===== config.mk =====
export PLATFORM = sky130hd
export DESIGN_NAME = video_timing_gen
export DESIGN_NICKNAME = d
export VERILOG_FILES = /design/src/rtl/video_timing_gen.sv
export SDC_FILE = /design/constraint.sdc
export NUM_CORES = 1
export LEC_CHECK = 0
export CAP_MARGIN = 20
export CORE_MARGIN = 10
export CORE_UTILIZATION = 50
export CTS_CLUSTER_SIZE = 20
export DETAILED_ROUTE_END_ITERATION = 10
export PLACE_DENSITY = 0.85
export SYNTH_ARGS = -nofsm -noshare
export SYNTH_HDL_FRONTEND = slang
export SYNTH_SLANG_ARGS = --single-unit

===== constraint.sdc =====
create_clock -name clk_pix -period 3.45 [get_ports clk_pix]
set_input_delay 0.5175 -clock clk_pix [delete_from_list [all_inputs] [get_ports clk_pix]]
set_output_delay 0.5175 -clock clk_pix [all_outputs]
set_load 0.02 [all_outputs]

===== src/rtl/video_timing_gen.sv =====
// Free-running raster timing generator: pixel/line counters, blank/sync flags,
// line/frame pulses and a per-frame scroll accumulator. Optional macro VTG_NOISE_EN adds a 23-bit LFSR on rnd.
module video_timing_gen #(
    parameter int unsigned H_TOTAL      = 640,
    parameter int unsigned HBLANK_START = 310,
    parameter int unsigned HBLANK_END   = 440,
    parameter int unsigned HSYNC_START  = 336,
    parameter int unsigned HSYNC_END    = 368,
    parameter int unsigned V_TOTAL      = 312,
    parameter int unsigned VBLANK_START = 306,
    parameter int unsigned VBLANK_END   = 2,
    parameter int unsigned VSYNC_START  = 308,
    parameter int unsigned VSYNC_END    = 0,
    parameter int unsigned FRAME_STEP   = 6
) (
    input  logic        clk_pix,
    input  logic        reset,
    input  logic        ce_pix,
    output logic [9:0]  hc,
    output logic [8:0]  vc,
    output logic [9:0]  scroll,
    output logic        hblank,
    output logic        vblank,
    output logic        hsync,
    output logic        vsync,
    output logic        de,
    output logic        line_start,
    output logic        frame_start,
    output logic [22:0] rnd
);

    localparam logic [9:0] STEP = 10'(FRAME_STEP);

    logic [9:0] hc_q, hc_d;
    logic [8:0] vc_q, vc_d;
    logic [9:0] scroll_q, scroll_d;
    logic       hblank_q, hblank_d;
    logic       vblank_q, vblank_d;
    logic       hsync_q, hsync_d;
    logic       vsync_q, vsync_d;
    logic       de_q, de_d;
    logic       line_start_q, frame_start_q;
    logic       h_wrap, v_wrap;

    // Set wins over clear so equal START/END values latch the flag high.
    function automatic logic flag_next(input logic q, input logic set, input logic clr);
        logic r;
        r = q;
        if (set) begin
            r = 1'b1;
        end else if (clr) begin
            r = 1'b0;
        end
        return r;
    endfunction

    always_comb begin
        h_wrap   = (32'(hc_q) == H_TOTAL - 1);
        v_wrap   = (32'(vc_q) == V_TOTAL - 1);
        hc_d     = h_wrap ? 10'd0 : hc_q + 10'd1;
        vc_d     = vc_q;
        scroll_d = scroll_q;
        if (h_wrap) begin
            if (v_wrap) begin
                vc_d     = 9'd0;
                scroll_d = scroll_q + STEP;
            end else begin
                vc_d = vc_q + 9'd1;
            end
        end
        hblank_d = flag_next(hblank_q, 32'(hc_q) == HBLANK_START, 32'(hc_q) == HBLANK_END);
        hsync_d  = flag_next(hsync_q,  32'(hc_q) == HSYNC_START,  32'(hc_q) == HSYNC_END);
        vblank_d = flag_next(vblank_q, 32'(vc_q) == VBLANK_START, 32'(vc_q) == VBLANK_END);
        vsync_d  = flag_next(vsync_q,  32'(vc_q) == VSYNC_START,  32'(vc_q) == VSYNC_END);
        de_d     = !hblank_d && !vblank_d;
    end

    always_ff @(posedge clk_pix) begin
        if (reset) begin
            hc_q          <= '0;
            vc_q          <= '0;
            scroll_q      <= '0;
            hblank_q      <= 1'b0;
            vblank_q      <= 1'b0;
            hsync_q       <= 1'b0;
            vsync_q       <= 1'b0;
            de_q          <= 1'b0;
            line_start_q  <= 1'b0;
            frame_start_q <= 1'b0;
        end else if (ce_pix) begin
            hc_q          <= hc_d;
            vc_q          <= vc_d;
            scroll_q      <= scroll_d;
            hblank_q      <= hblank_d;
            vblank_q      <= vblank_d;
            hsync_q       <= hsync_d;
            vsync_q       <= vsync_d;
            de_q          <= de_d;
            line_start_q  <= h_wrap;
            frame_start_q <= h_wrap && v_wrap;
        end else begin
            line_start_q  <= 1'b0;
            frame_start_q <= 1'b0;
        end
    end

`ifdef VTG_NOISE_EN
    logic [22:0] rnd_q, rnd_d;

    // Fibonacci LFSR x^23 + x^18 + 1; seeded non-zero so it never locks up.
    assign rnd_d = {rnd_q[21:0], rnd_q[22] ^ rnd_q[17]};

    always_ff @(posedge clk_pix) begin
        if (reset) begin
            rnd_q <= 23'h000001;
        end else if (ce_pix) begin
            rnd_q <= rnd_d;
        end
    end

    assign rnd = rnd_q;
`else
    assign rnd = '0;
`endif

    assign hc          = hc_q;
    assign vc          = vc_q;
    assign scroll      = scroll_q;
    assign hblank      = hblank_q;
    assign vblank      = vblank_q;
    assign hsync       = hsync_q;
    assign vsync       = vsync_q;
    assign de          = de_q;
    assign line_start  = line_start_q;
    assign frame_start = frame_start_q;

endmodule


==> qor.txt <==
Placed Area - 2270 um2
Area occupied by multi-input gates - 1090 um2
Startpoint Class - primary input
Status - finished, final reports clean
Clock Latency Late Sink - 290 ps
Die Height - 83.1 um
Fill cells - 355
Placed cell count - 309
Final setup violation count - 0
HP Class - flop to flop
Number of hold buffers added after cts - 0
Layout cell share with drive strength beyond 1 - 4.10%
Post-synth EDFFs - 0
Clock slew at reported path FFs - 70 ps
Critical path, cell by cell - clkdlybuf4s50_1, buf_4, nand4_2, or3_1, or4_1, a21oi_1
Routed WL - 4880 um
CTS resizes - 0
Seq cells post-synth - 35
Crit path DAT - 2660 ps
# Max-Cap Violations - 0
Fin cells - 316
Clk_skew - 3.11 ps
Critical path class - primary input to flop
Final GP Congestion - 0.810
Register area - 701 um2
Post-Place Setup Slack - 730 ps
HPWL reported at the end of detailed placement - 3560 um
Grt total ovfl - 0
Unrepaired setup endpoints after global routing - false
Slowest Stage Delay on Critical Path - 600 ps
Ys async rst share - 0%
Die Wd - 83.1 um
P_leak - 0.846 nW
Worst Max-Slew Pin Slew - 919 ps
Starting Density - 53.1%
Max_slew headroom - 38.6%
Routed Antenna Nets - 0
ANT cells - 0
Fin crit period - 2430 ps
Clk Tree Root Cell - clkbuf_8
Bufs on Longest Clock Path - 2
Final worst slack - 1020 ps
Setup bufs post-CTS - 0
Mapped Area - 1990 um2
Fin. max-slew vios - 0
CTS H-tree lvls - 2
Vias in the first global route - 1687
First-pass GRT wire length - 7910 um
GRT Total Usage - 13.5%
Final Hold Fails - 0
Initial antenna violation count - 0
Netlist cell types - 39
Total Neg Setup Slack - 0 ps
Via count - 1795
Crit-path slowest cell - clkdlybuf4s50_1
R2r startpoint - vc[3]$_SDFFE_PP0P_
Die footprint - 6900 um2
I/O pin count - 62
First drt pass iteration count - 4
Yosys Warn Count - 0
WP data required - 3670 ps
Crit-path max FO - 10
Worst hold path startpoint - vsync$_SDFFE_PP0P_
Max VDD drop - 0.000280 V
Critical path origin - ce_pix
Power Density - 332 nW/um2
Routed length per instance - 15.4 um
IO Port Bufs - 37
Worst setup EP type - flop
Final Instance Area - 2360 um2
CTS tree - done
Nets - 278
Sequential share of the synthesized area - 35.2%
Vias/cell - 5.68
Syn avg cell area - 8.35 um2
Mapped Cells - 238
Number of clock sinks - 35
FP Rows - 22
Final Cycle Share - 70.5%
DRC viols - 0
Max Clk Rate - 411 MHz
Largest net degree at the start of global routing - 25
CTS buffer count - 5
Top_reg_cell synth - dfxtp_1
Area growth, synth to finish - 18.8%
Core Region - 3740 um2
Starting DRT DRC Count - 89
## stage by stage
stage	hold slack, ps	util (%)	total power (W)
after global placement	464	60.8	0.000486
final	468	63.1	0.000783
after global routing	493	63.1	0.000818
after floorplan	529	-	0.000490
after detailed placement	461	60.8	0.000487
after CTS	471	63.1	0.000788
## path summary, 6_finish.rpt
kind,endpoint,slack (ps),cells past startpoint
worst min-delay path,vsync$_SDFFE_PP0P_,470,2
worst min register to register,vsync$_SDFFE_PP0P_,470,2
worst max-delay path,vc[8]$_SDFFE_PP0P_,1020,6
worst max register to register,scroll[4]$_SDFFE_PP0P_,1120,4
## per-layer routing
| layer | share of wire (%) | vias up | track usage, % |
|---|---|---|---|
| met5 | 0 | - | 0 |
| met4 | 1.2 | 0 | 5.23 |
| met3 | 10 | 6 | 7.03 |
| met2 | 49 | 62 | 22.6 |
| met1 | 40 | 855 | 13.9 |
| li1 | - | 872 | - |
## final cells by class
type,instances,area share [%]
clock inverters,1,0.212
repair buffers,39,16.3
well taps,48,2.54
flip-flops and latches,35,29.7
inverters,9,1.43
clock buffers,6,3.50
multi-input cells,178,46.3
## placed cells by master, fill, tap and decap left out, types with 4 or more instances in the layout
cell type	synthesis	layout
nand4_1	9	9
and4_1	5	5
nor2_1	16	16
or3_1	5	5
conb_1	1	24
nand2_1	11	11
clkdlybuf4s50_1	0	37
a21oi_1	20	20
and3_1	4	4
nand3_1	10	10
xnor2_1	6	6
nand2b_1	4	4
ha_1	7	7
o31ai_1	8	8
o21ai_0	7	7
or4_1	8	8
dfxtp_1	35	35
nor3_1	4	4
clkbuf_8	0	6
inv_1	9	9
## where the power goes
part	switching, W	internal [W]	leakage (nW)
sequential	0.00000501	0.000408	0.283
combinational	0.0000472	0.0000186	0.516
clock	0.000148	0.000157	0.0470
total	0.000200	0.000583	0.846
## cell usage after synthesis (2+ instances only)
| cell type | count | area [um2] |
|---|---|---|
| a21oi_1 | 20 | 100 |
| a311oi_1 | 2 | 17.5 |
| and2_1 | 2 | 12.5 |
| and3_1 | 4 | 25.0 |
| and4_1 | 5 | 43.8 |
| buf_2 | 4 | 20.0 |
| buf_4 | 25 | 188 |
| clkbuf_1 | 10 | 37.5 |
| dfxtp_1 | 35 | 701 |
| ha_1 | 7 | 87.6 |
| inv_1 | 9 | 33.8 |
| mux2i_1 | 2 | 20.0 |
| nand2_1 | 11 | 41.3 |
| nand2b_1 | 4 | 25.0 |
| nand3_1 | 10 | 50.1 |
| nand4_1 | 9 | 56.3 |
| nand4b_1 | 3 | 26.3 |
| nor2_1 | 16 | 60.1 |
| nor3_1 | 4 | 20.0 |
| nor3b_1 | 2 | 15.0 |
| nor4_1 | 3 | 18.8 |
| o21ai_0 | 7 | 35.0 |
| o31ai_1 | 8 | 60.1 |
| o41ai_1 | 3 | 26.3 |
| or3_1 | 5 | 31.3 |
| or4_1 | 8 | 60.1 |
| xnor2_1 | 6 | 52.6 |
| xor2_1 | 3 | 26.3 |
## registers in the layout (all words and copies together), names as in the netlist
register	count
hc	10
scroll	9
vc	9
de	1
frame_start	1
hblank	1
hsync	1
line_start	1
vblank	1
vsync	1
## critical path: cells and delay by family
kind            cells  cell delay [ps]
compound gates      1              160
buf+inv             2              810
simple gates        3             1160
## kinds of logic (layout without fill, tap and decap cells)
group,Yosys count,in the layout,share of synthesized area (%)
AND/OR/NAND/NOR,91,91,26.9
buffers and inverters,48,55,14.0
AO/OA/AOI/OAI,45,45,14.2
flip-flops,35,35,35.2
XOR/XNOR,9,9,3.96
adder cells (fa/ha/maj),7,7,4.41
multiplexers,2,2,1.01
other,1,24,0.189
Note: power is estimated with default switching activity, not from simulation.
